[src/rtl/color_run_tracker.sv]
`default_nettype none
// ============================================================================
// color_run_tracker : run-length encoder for a Blue/Red color stream feeding
//                     a small record FIFO.                       rev 1.0
// ============================================================================
module color_run_tracker #(
    parameter int LEN_WIDTH = 8,
    parameter int DEPTH     = 4
) (
    input  logic                       clk,
    input  logic                       rst,
    input  logic [1:0]                 color_in,
    input  logic                       color_valid,
    input  logic                       flush,
    output logic                       rec_valid,
    input  logic                       rec_ready,
    output logic [1:0]                 rec_color,
    output logic [LEN_WIDTH-1:0]       rec_len,
    output logic [$clog2(DEPTH+1)-1:0] count,
    output logic                       overflow
);
    localparam int                   PTR_W      = $clog2(DEPTH);
    localparam int                   CNT_W      = $clog2(DEPTH + 1);
    localparam logic [CNT_W-1:0]     FULL_COUNT = CNT_W'(DEPTH);
    localparam logic [LEN_WIDTH-1:0] LEN_MAX    = '1;

    typedef enum logic [0:0] {
        IDLE = 1'b0,
        RUN  = 1'b1
    } state_t;

    state_t               state, state_next;
    logic [1:0]           cur_color, cur_color_next;
    logic [LEN_WIDTH-1:0] cur_len, cur_len_next;
    logic                 legal;
    logic                 push;
    logic                 pop;
    logic                 full;
    logic                 accept;
    logic [PTR_W-1:0]     wr_ptr, rd_ptr;
    logic [1:0]           mem_color [DEPTH];
    logic [LEN_WIDTH-1:0] mem_len   [DEPTH];

    assign legal = (color_in == 2'h1) || (color_in == 2'h2);

    always_ff @(posedge clk or posedge rst) begin
        if (rst) begin
            state     <= IDLE;
            cur_color <= '0;
            cur_len   <= '0;
        end else begin
            state     <= state_next;
            cur_color <= cur_color_next;
            cur_len   <= cur_len_next;
        end
    end

    // push marks a run closing this cycle; the record is (cur_color, cur_len)
    always_comb begin
        state_next     = state;
        cur_color_next = cur_color;
        cur_len_next   = cur_len;
        push           = 1'b0;
        case (state)
            IDLE: begin
                if (!flush && color_valid && legal) begin
                    state_next     = RUN;
                    cur_color_next = color_in;
                    cur_len_next   = LEN_WIDTH'(1);
                end
            end
            RUN: begin
                if (flush) begin
                    push       = 1'b1;
                    state_next = IDLE;
                end else if (color_valid) begin
                    if (!legal) begin
                        push       = 1'b1;
                        state_next = IDLE;
                    end else if (color_in == cur_color) begin
                        if (cur_len != LEN_MAX) begin
                            cur_len_next = cur_len + LEN_WIDTH'(1);
                        end
                    end else begin
                        push           = 1'b1;
                        cur_color_next = color_in;
                        cur_len_next   = LEN_WIDTH'(1);
                    end
                end
            end
            default: state_next = IDLE;
        endcase
    end

    assign full      = (count == FULL_COUNT);
    assign rec_valid = (count != '0);
    assign pop       = rec_valid && rec_ready;
    // a pop in the same cycle frees the slot, so a full FIFO still accepts
    assign accept    = push && (!full || pop);

    always_ff @(posedge clk) begin
        if (accept) begin
            mem_color[wr_ptr] <= cur_color;
            mem_len[wr_ptr]   <= cur_len;
        end
    end

    always_ff @(posedge clk or posedge rst) begin
        if (rst) begin
            wr_ptr   <= '0;
            rd_ptr   <= '0;
            count    <= '0;
            overflow <= 1'b0;
        end else begin
            if (accept) begin
                wr_ptr <= wr_ptr + PTR_W'(1);
            end
            if (pop) begin
                rd_ptr <= rd_ptr + PTR_W'(1);
            end
            if (push && !accept) begin
                overflow <= 1'b1;
            end
            case ({accept, pop})
                2'b10:   count <= count + CNT_W'(1);
                2'b01:   count <= count - CNT_W'(1);
                default: count <= count;
            endcase
        end
    end

    assign rec_color = rec_valid ? mem_color[rd_ptr] : 2'b00;
    assign rec_len   = rec_valid ? mem_len[rd_ptr]   : '0;

endmodule
`default_nettype wire
[config.mk]
export PLATFORM = sky130hd
export DESIGN_NAME = color_run_tracker
export DESIGN_NICKNAME = d
export VERILOG_FILES = /design/src/rtl/color_run_tracker.sv
export SDC_FILE = /design/constraint.sdc
export NUM_CORES = 1
export LEC_CHECK = 0
export CAP_MARGIN = 20
export CELL_PAD_IN_SITES_DETAIL_PLACEMENT = 1
export CELL_PAD_IN_SITES_GLOBAL_PLACEMENT = 1
export CORE_ASPECT_RATIO = 0.8
export CORE_MARGIN = 2
export CORE_UTILIZATION = 35
export DETAILED_ROUTE_END_ITERATION = 6
export PLACE_DENSITY_LB_ADDON = 0.1
export SYNTH_ARGS = -nofsm -noshare
export SYNTH_HDL_FRONTEND = slang
export SYNTH_SLANG_ARGS = --single-unit
[constraint.sdc]
create_clock -name clk -period 4.87 [get_ports clk]
set_input_delay 0.974 -clock clk [delete_from_list [all_inputs] [get_ports clk]]
set_output_delay 0.974 -clock clk [all_outputs]
set_load 0.02 [all_outputs]
Word level (Yosys, flattened, before mapping)
Memory sizes are Yosys's and may differ from the RTL's.
Index checks and enable logic that the tools add are counted.
{"block": "word_totals", "rom_bits": 0, "memories": 2, "word_cells": 70, "inputBits": 7, "ff_bits": 19, "latchBits": 0, "mem_bits_rw": 40}
{"block": "classes", "n_eq_ne": 13, "magnitude_cmp": 0, "div": 0, "shifts": 0, "reduce_logical": 14, "n_bitwise": 1, "n_mul": 0, "n_mux": 28, "add_sub_neg": 5}
{"name": "mem_len", "words": 4, "word_bits": 8, "read_ports": 1, "rd_clocked_by_memory_dff": 0, "wr": 1, "line_no": "42", "source": "logic [LEN_WIDTH-1:0] mem_len [DEPTH];"}
{"name": "mem_color", "words": 4, "word_bits": 2, "read_ports": 1, "rd_clocked_by_memory_dff": 0, "wr": 1, "line_no": "41", "source": "logic [1:0] mem_color [DEPTH];"}
{"operator": "8-bit 2-to-1 mux", "n": 7}
{"operator": "8-bit one-hot mux with 2 select lines", "n": 1}
{"operator": "2-bit 2-to-1 mux", "n": 6}
{"operator": "1-bit 2-to-1 mux", "n": 11}
{"operator": "5-bit AND reduction", "n": 2}
{"operator": "8-bit by 1-bit adder with 8-bit output, second input constant", "n": 1}
{"operator": "2-bit != test, second input constant", "n": 4}
{"operator": "8-bit != test, second input constant", "n": 1}
{"operator": "3-bit one-hot mux with 2 select lines", "n": 1}
{"operator": "1-bit logical AND", "n": 5}
{"operator": "2-bit by 1-bit adder with 2-bit output, second input constant", "n": 2}
{"operator": "2-bit by 1-bit equality test with 1-bit output, second input constant", "n": 2}
{"operator": "2-bit equality test, second input constant", "n": 2}
{"operator": "2-bit one-hot mux with 2 select lines", "n": 1}
{"operator": "3-bit by 1-bit adder with 3-bit output, second input constant", "n": 1}
{"operator": "3-bit equality test, second input constant", "n": 1}
{"operator": "1-bit logical NOT", "n": 3}
{"operator": "3-bit by 2-bit != test with 1-bit output, second input constant", "n": 1}
{"operator": "3-bit nonzero test", "n": 1}
{"operator": "3-bit by 1-bit subtractor with 3-bit output, second input constant", "n": 1}
{"operator": "2-bit equality test", "n": 1}
{"operator": "1-bit logical OR", "n": 2}
{"operator": "2-bit by 1-bit != test with 1-bit output, second input constant", "n": 1}
{"operator": "1-bit one-hot mux with 2 select lines", "n": 1}
{"operator": "2 further kinds", "n": 2}

Depth between registers and ports, before layout
Gate-level depths: netlist (run 1).
{"block": "logic_depth", "depth_word": 9, "ltp_mapped": 8}

Least setup slack after synthesis (run 1)
OpenSTA, ideal clock, no wires.
{"block": "synth_path", "path_type": "in2reg", "start": "input color_in[0]", "end": "register count[2]", "cell_stages": 7, "setup_slack_ps": 2232, "arrival_time_ps": 2518, "path_cell_list": "and4bb_1 o31a_4 nand3_1 fa_1 or3_1 a31oi_1 nand2_1"}
{"block": "synth_between", "elab_chain_len": 9, "word_cells_on_any_way": 14, "classes_between": "5 x eq/ne; 6 x mux; 3 x reduce/logical"}
{"item": "start: declaration", "line_no": "12", "source": "input logic [1:0] color_in,"}
{"item": "2-bit equality test, or another cell as far along", "line_no": "80", "source": "end else if (color_in == cur_color) begin"}
{"item": "1-bit 2-to-1 mux / 1-bit logical OR (equally long branches)", "line_no": "80, 44"}
{"item": "1-bit 2-to-1 mux *", "line_no": "77", "source": "if (!legal) begin"}
{"item": "1-bit 2-to-1 mux *", "line_no": "76", "source": "end else if (color_valid) begin"}
{"item": "1-bit 2-to-1 mux *", "line_no": "73", "source": "if (flush) begin"}
{"item": "1-bit 2-to-1 mux *", "line_no": "64", "source": "case (state)"}
{"item": "1-bit logical AND *", "line_no": "99", "source": "assign accept = push && (!full || pop);"}
{"item": "2-bit by 1-bit equality test with 1-bit output / 2-bit equality test (equally long branches)", "line_no": "124", "source": "case ({accept, pop})"}
{"item": "3-bit one-hot mux with 2 select lines / 2-bit nonzero test (equally long branches)"}
{"item": "end signal: assignment", "line_no": "125", "source": "2'b10: count <= count + CNT_W'(1);"}
{"item": "end signal: assignment", "line_no": "126", "source": "2'b01: count <= count - CNT_W'(1);"}
{"item": "end signal: assignment", "line_no": "127", "source": "default: count <= count;"}
{"item": "end: declaration", "line_no": "19", "source": "output logic [$clog2(DEPTH+1)-1:0] count,"}
Mark *: on every way between the ends. The rest lies on a longest branch, timed or not.
A chain may end at the register's enable or synchronous reset.

Final worst setup path (run 1)
{"block": "layout_path", "start": "register rd_ptr[0]", "end": "output rec_len[3]"}
{"block": "layout_between", "elab_chain_len": 2}
{"item": "start: declaration", "line_no": "40", "source": "logic [PTR_W-1:0] wr_ptr, rd_ptr;"}
{"item": "start signal: assignment", "line_no": "119", "source": "rd_ptr <= rd_ptr + PTR_W'(1);"}
{"item": "memory read 4 x 8 bit"}
{"item": "8-bit 2-to-1 mux", "line_no": "133", "source": "assign rec_len = rec_valid ? mem_len[rd_ptr] : '0;"}
{"item": "end: declaration", "line_no": "18", "source": "output logic [LEN_WIDTH-1:0] rec_len,"}
Every way passes these cells.

==> results of run 1 <==
per-layer routing:
metal | routed length [um] | up-vias | GRT usage, % | share of wire [%]
met5 | 0 | - | 0 | 0
met4 | 118 | 0 | 8.11 | 2.1
met3 | 184 | 11 | 4.97 | 3.3
met2 | 2900 | 26 | 25.8 | 51
met1 | 2450 | 829 | 17.7 | 43
li1 | - | 745 | - | -
registers in the layout, summed over array words and instances, names as in the netlist:
signal	flops
overflow	1
cur_len	8
rd_ptr	2
count	3
wr_ptr	2
state	1
mem_len	32
mem_color	8
cur_color	2
path summary, 6_finish.rpt:
| path | from | endpoint | slack, ns | depth (start not counted) |
|---|---|---|---|---|
| worst min-delay path | overflow | overflow | 0.46 | 1 |
| min in group asynchronous | rst | count[0] | 1.08 | 2 |
| worst max-delay path | rd_ptr[0] | rec_len[3] | 1.44 | 3 |
| worst max register to register | cur_color[1] | mem_len[3][2] | 2.45 | 4 |
| max in group asynchronous | rst | cur_len[1] | 3.30 | 2 |
| worst min register to register | overflow | overflow | 0.46 | 1 |
cell type report:
class	instances	area (um^2)
Fill cell	747	4170
Sequential cell	59	1680
Multi-Input combinational cell	110	937
Timing Repair Buffer	21	210
Clock buffer	12	145
Tap cell	105	131
Clock inverter	4	97.6
Inverter	7	26.3
cells by family after synthesis:
logic type               synth area share, %
flip-flops                              62.7
AND/OR/NAND/NOR                         12.2
AO/OA/AOI/OAI                           7.25
buffers and inverters                   2.29
multiplexers                            9.21
XOR/XNOR                                3.27
adder cells (fa/ha/maj)                 3.09
placed cells by master (no fill, tap or decap), types with 3 or more instances in the layout:
| cell type | instances |
|---|---|
| edfxtp_1 | 40 |
| nand3_1 | 8 |
| dfrtp_1 | 19 |
| ha_1 | 5 |
| inv_1 | 7 |
| bufinv_16 | 3 |
| mux4_2 | 10 |
| clkdlybuf4s50_1 | 21 |
| o21ai_0 | 5 |
| a21o_1 | 4 |
| a21oi_1 | 5 |
| xor2_1 | 3 |
| nor2_1 | 7 |
| xnor2_1 | 7 |
| and2_1 | 15 |
| clkbuf_8 | 10 |
| nand2_1 | 10 |
power breakdown:
part	internal, uW	switching, uW
Sequential	602	105
Clock	354	191
Combinational	307	269
Total	1260	564
through the flow:
| stage | hold WS (ns) | std cells | total power, uW | utilization, % | setup slack (ns) |
|---|---|---|---|---|---|
| CTS | 0.467 | 318 | 1860 | 43.6 | 1.36 |
| detailed placement | 0.451 | 302 | 1300 | 40.3 | 1.39 |
| finish | 0.465 | 318 | 1830 | 43.6 | 1.44 |
| global placement | 0.444 | 302 | 1280 | 40.3 | 1.57 |
| floorplan | 0.490 | 182 | 1070 | - | 2.23 |
| global route | 0.517 | 318 | 1930 | 43.6 | 1.27 |
==> metrics.md, run 1 <==
| Metric | Value |
|---|---|
| Post-DP Area | just under 3000 um^2 |
| Final worst clock skew | 0.00832 ns |
| Post-route design area | 3220 um^2 |
| Die span in y | 82.2 um |
| Worst endpoint required time | about 3.9 ns |
| IO Port Bufs | 21 |
| Worst-Margin Slew | 0.776 ns |
| CTS tree | yes |
| IO Count | 22 |
| Worst-Skew Late Latency | around 0.34 ns |
| Post-route minimum period | 3.43 ns |
| Worst IR drop on VDD | 0.161 mV |
| Vias | 1611 |
| Yosys Warn Count | 0 |
| Post-Synthesis Cells | around 180 |
| Max Slew Vio Count | 0 |
| PwrDens | approximately 570 nW/um^2 |
| Die area | 8360 um^2 |
| Initial antenna violation count | 0 |
| Synth cell count leaders | 40 x edfxtp_1, 19 x dfrtp_1, 15 x and2_1 |
| Largest stage delay, worst path | 0.82 ns |
| CTS root buf | clkbuf_8 |
| Setup_tns | 0 ns |
| Status | finished clean |
| Placer Congestion | 0.786 |
| N_diodes | 0 |
| Postcts setup bufs | 0 |
| Post-Syn Area | 2680 um^2 |
| Site Rows | 28 |
| DP Wirelength | 3.87 mm |
| GRT Util Overall | 15.4% |
| CTS buffer count | 9 |
| Critical path's slowest cell | dfrtp_1 |
| Post-route DRC | 0 |
| Ys flop type | edfxtp_1 |
| CTS sink count | 59 |
| Sequential fraction of the synthesis area | 62.7% |
| Iter 0 DRT Violations | between 60 and 70 |
| Max Cap Violations | 0 |
| Worst-path clk slew | 0.07 ns |
| Max_slew headroom | 48.2% |
| Routed WL | about 5.6 mm |
| CP Capture Type | primary output |
| RSZ-0062 raised after global routing | no |
| Cell Chain, Critical Path | mux4_2 > and2_1 > clkdlybuf4s50_1 |
| CP top delay family | flip-flops |
| H-tree depth | 3 |
| Die W | 102 um |
| Vias in the first global route | 1722 |
| Clock Path Buffers | 2 |
| Top cells by area, synth | edfxtp_1 45%, dfrtp_1 18%, mux4_2 8.4% |
| Largest net degree at the start of global routing | 20 |
| CP Data Arrival Time | 2.46 ns |
| Via density per instance | 5.07 |
| Setup violators final | 0 |
| Synth Register Bits | 59 |
| Max Fclk | 291 MHz |
| Tcrit/Tclk final | roughly 70% |
| CTS resizes | 0 |
| Hold Buf Count CTS | 0 |
| Synth Net Count | 195 |
| Final Net Count | 221 |
| Starting Density | 36.2% |
| Synth async-reset ratio | 32.2% |
| Core area | approximately 7400 um^2 |
| Grt ovf | 0 |
| Number of distinct library cells after synthesis | 41 |
| ANT nets after route | 0 |
| Share of the synthesized area in the top cell type | 44.9% |
| LEAKAGE | 0.00117 uW |
| Layout Area Growth over Synthesis | 20.5% |
| Count leader, synth | edfxtp_1 |
| CP bufs+invs | 1 |
| Setup CP Type | flip-flop to primary output |
| Worst Path Max Fanout | 12 |
| Number of synthesized flops with an enable pin | 40 |
| Router iterations before antenna repair | 4 |
| Worst min path class | flip-flop to flip-flop |
| Cell taking the most area after synthesis | edfxtp_1 |
| Layout cells sized above 1 | 13.6% |
| CP Launch Type | flip-flop |
| Avg Cell Area, Syn | 14.7 um^2 |
| Routed len/inst | approximately 18 um |
| Hold Vio Cnt, Final | 0 |
| Global-route wire length before repair | 9.00 mm |
No activity file was read; power rests on OpenSTA's default activity.
==> inputs of run 2 (changes only) <==
- clock period: 4.87 -> 3.5 ns (I/O delays scaled with it)
==> run 2 against run 1 <==
Die area unchanged. Clock-buffer cell count down 3. Final area is 0.35% lower. Combinational power grew 48%. Clock power grew 29%. Largest cell class unchanged.
==> metrics.md, run 2 (synthesis gave the netlist of run 1 again) <==
| Metric | Value |
|---|---|
| Setup WS pre-CTS | 0.305 ns (-1.09 ns) |
| Tcrit/Tclk final | 83.6% |
| Final worst slack | 0.575 ns (-0.862 ns) |
| Worst-Skew Late Latency | 0.34 ns (about the same) |
| Die W | 102 um (unchanged) |
| Setup violators final | 0 (unchanged) |
| Cell Count Post-Placement | 303 (+0.33%) |
| Largest reg by FF count | mem_len |
| CTS sink count | 59 (unchanged) |
| Max FFs per register | 32 (unchanged) |
| Largest stage delay, worst path | 0.60 ns (-0.22 ns) |
| Critical path's slowest cell | or3_1 |
| Postcts setup bufs | 0 (unchanged) |
| Worst IR drop on VDD | 0.246 mV (+53%) |
| Layout cells sized above 1 | 15.0% (+1.3 points) |
| Metal-1 WL | 2.48 mm (+1.3%) |
| H-tree depth | 3 (unchanged) |
| Site Rows | 28 (unchanged) |
| IO Count | 22 (unchanged) |
| CP Capture Type | primary output |
| Die span in y | 82.2 um (unchanged) |
| Layout fillers | 751 (+0.54%) |
| Worst hold slack | 0.470 ns (+0.00501 ns) |
| Max layer used | met4 |
| Final worst clock skew | 0.00610 ns (-0.00223 ns) |
| Grt ovf | 0 (unchanged) |
| Worst endpoint required time | 2.80 ns (-1.10 ns) |
| CTS tree | yes |
| Top flop regs | mem_len x32, cur_len x8, mem_color x8 |
| Placer Congestion | 0.786 (about the same) |
| Largest net degree at the start of global routing | 20 (unchanged) |
| Worst Path Max Fanout | 14 (+2) |
| Hold Vio Cnt, Final | 0 (unchanged) |
| Worst-path clk slew | 0.07 ns (about the same) |
| RSZ-0062 raised after global routing | no |
| Setup_tns | 0 ns (unchanged) |
| Pwr Total | 2500 uW (+37%) |
| Max Fclk | 342 MHz |
| Most common cell after layout, fill and taps aside | edfxtp_1 |
| CTS root buf | clkbuf_8 |
| Cell Chain, Critical Path | or3_1 > and2_1 > clkdlybuf4s50_1 |
| Die area | 8360 um^2 (unchanged) |
| LEAKAGE | 0.00117 uW (+0.19%) |
| Clock Path Buffers | 2 (unchanged) |
| CTS resizes | 0 (unchanged) |
| Max Cap Violations | 0 (unchanged) |
| Post-route minimum period | 2.93 ns |
| Iter 0 DRT Violations | 53 (-13%) |
| DP Wirelength | 3.83 mm (-1.3%) |
| Router iterations before antenna repair | 4 (unchanged) |
| IO Port Bufs | 21 (unchanged) |
| CP Launch Type | flip-flop |
| Most frequent cells in the layout | 40 x edfxtp_1, 21 x clkdlybuf4s50_1, 19 x dfrtp_1, 15 x and2_1 |
| ANT nets after route | 0 (unchanged) |
| Initial antenna violation count | 0 (unchanged) |
| Global-route wire length before repair | 9.07 mm (+0.77%) |
| CP Data Arrival Time | 2.23 ns (-0.23 ns) |
| Vias in the first global route | 1742 (+1.2%) |
| Worst-Margin Slew | 0.780 ns (+0.00359 ns) |
| Setup CP Type | flip-flop to primary output |
| Max Slew Vio Count | 0 (unchanged) |
| Core area | 7390 um^2 (unchanged) |
| Status | finished clean |
| GRT Util Overall | 15.2% (-0.19 points) |
| Layout Area Growth over Synthesis | 20.1% |
| N_diodes | 0 (unchanged) |
| Routed len/inst | 17.6 um (-1.1%) |
| Final Net Count | 222 (+0.45%) |
| Fin cells | 319 (+0.31%) |
| Vias | 1612 (+0.062%) |
| Worst min path class | flip-flop to flip-flop |
| Met3 WL | 172 um (-6.5%) |
| Starting Density | 36.2% (unchanged) |
| Post-route DRC | 0 (unchanged) |
| Via density per instance | 5.05 (-0.25%) |
| Routed wl met2 | 2.85 mm (-1.6%) |
| Hold Buf Count CTS | 0 (unchanged) |
| R2R setup slack | 1.08 ns (-1.37 ns) |
| PwrDens | 779 nW/um^2 (+37%) |
| CTS buffer count | 9 (unchanged) |
| Routed WL | 5.60 mm (-0.83%) |
| Max_slew headroom | 48.0% (-0.24 points) |
[run 2: cell type report]
cell class,count,area (um^2),share of cell area [%]
clock buffers,9,124,3.86
well taps,105,131,4.09
multi-input cells,110,937,29.2
clock inverters,7,100,3.12
repair buffers,22,218,6.78
inverters,7,26.3,0.818
flip-flops and latches,59,1680,52.2
[run 2: report_power, final]
part	internal (uW)	switching [uW]	total, uW
sequential	838	110	948
clock	407	296	703
combinational	437	414	850
total	1680	820	2500
[run 2: critical path, delay by kind of cell, from the launching register on]
family | cells | cell delay [ns]
buf+inv | 1 | 0.54
flops | 1 | 0.49
simple gates | 2 | 0.84
[run 2: worst paths after layout]
| check | from | to | cells after the start |
|---|---|---|---|
| min reg2reg | overflow | overflow | 1 |
| min in group asynchronous | rst | cur_color[1] | 2 |
| min | overflow | overflow | 1 |
| max in group asynchronous | rst | cur_len[4] | 2 |
| max reg2reg | cur_color[0] | mem_len[2][6] | 4 |
| max | count[1] | rec_color[0] | 3 |
[run 2: routing by layer]
layer  up-vias  global-route usage, %
li1        745                      -
met1       829                   18.2
met2        27                   25.9
met3        11                   5.13
met4         0                   5.27
met5         -                      0
[run 2: stage by stage]
stage                     util, %  cell area [um^2]
final                        43.5              3210
after global routing         43.5              3210
after CTS                    43.5              3210
after detailed placement     40.4              2990
after global placement       40.4              2990
after floorplan                 -              2680
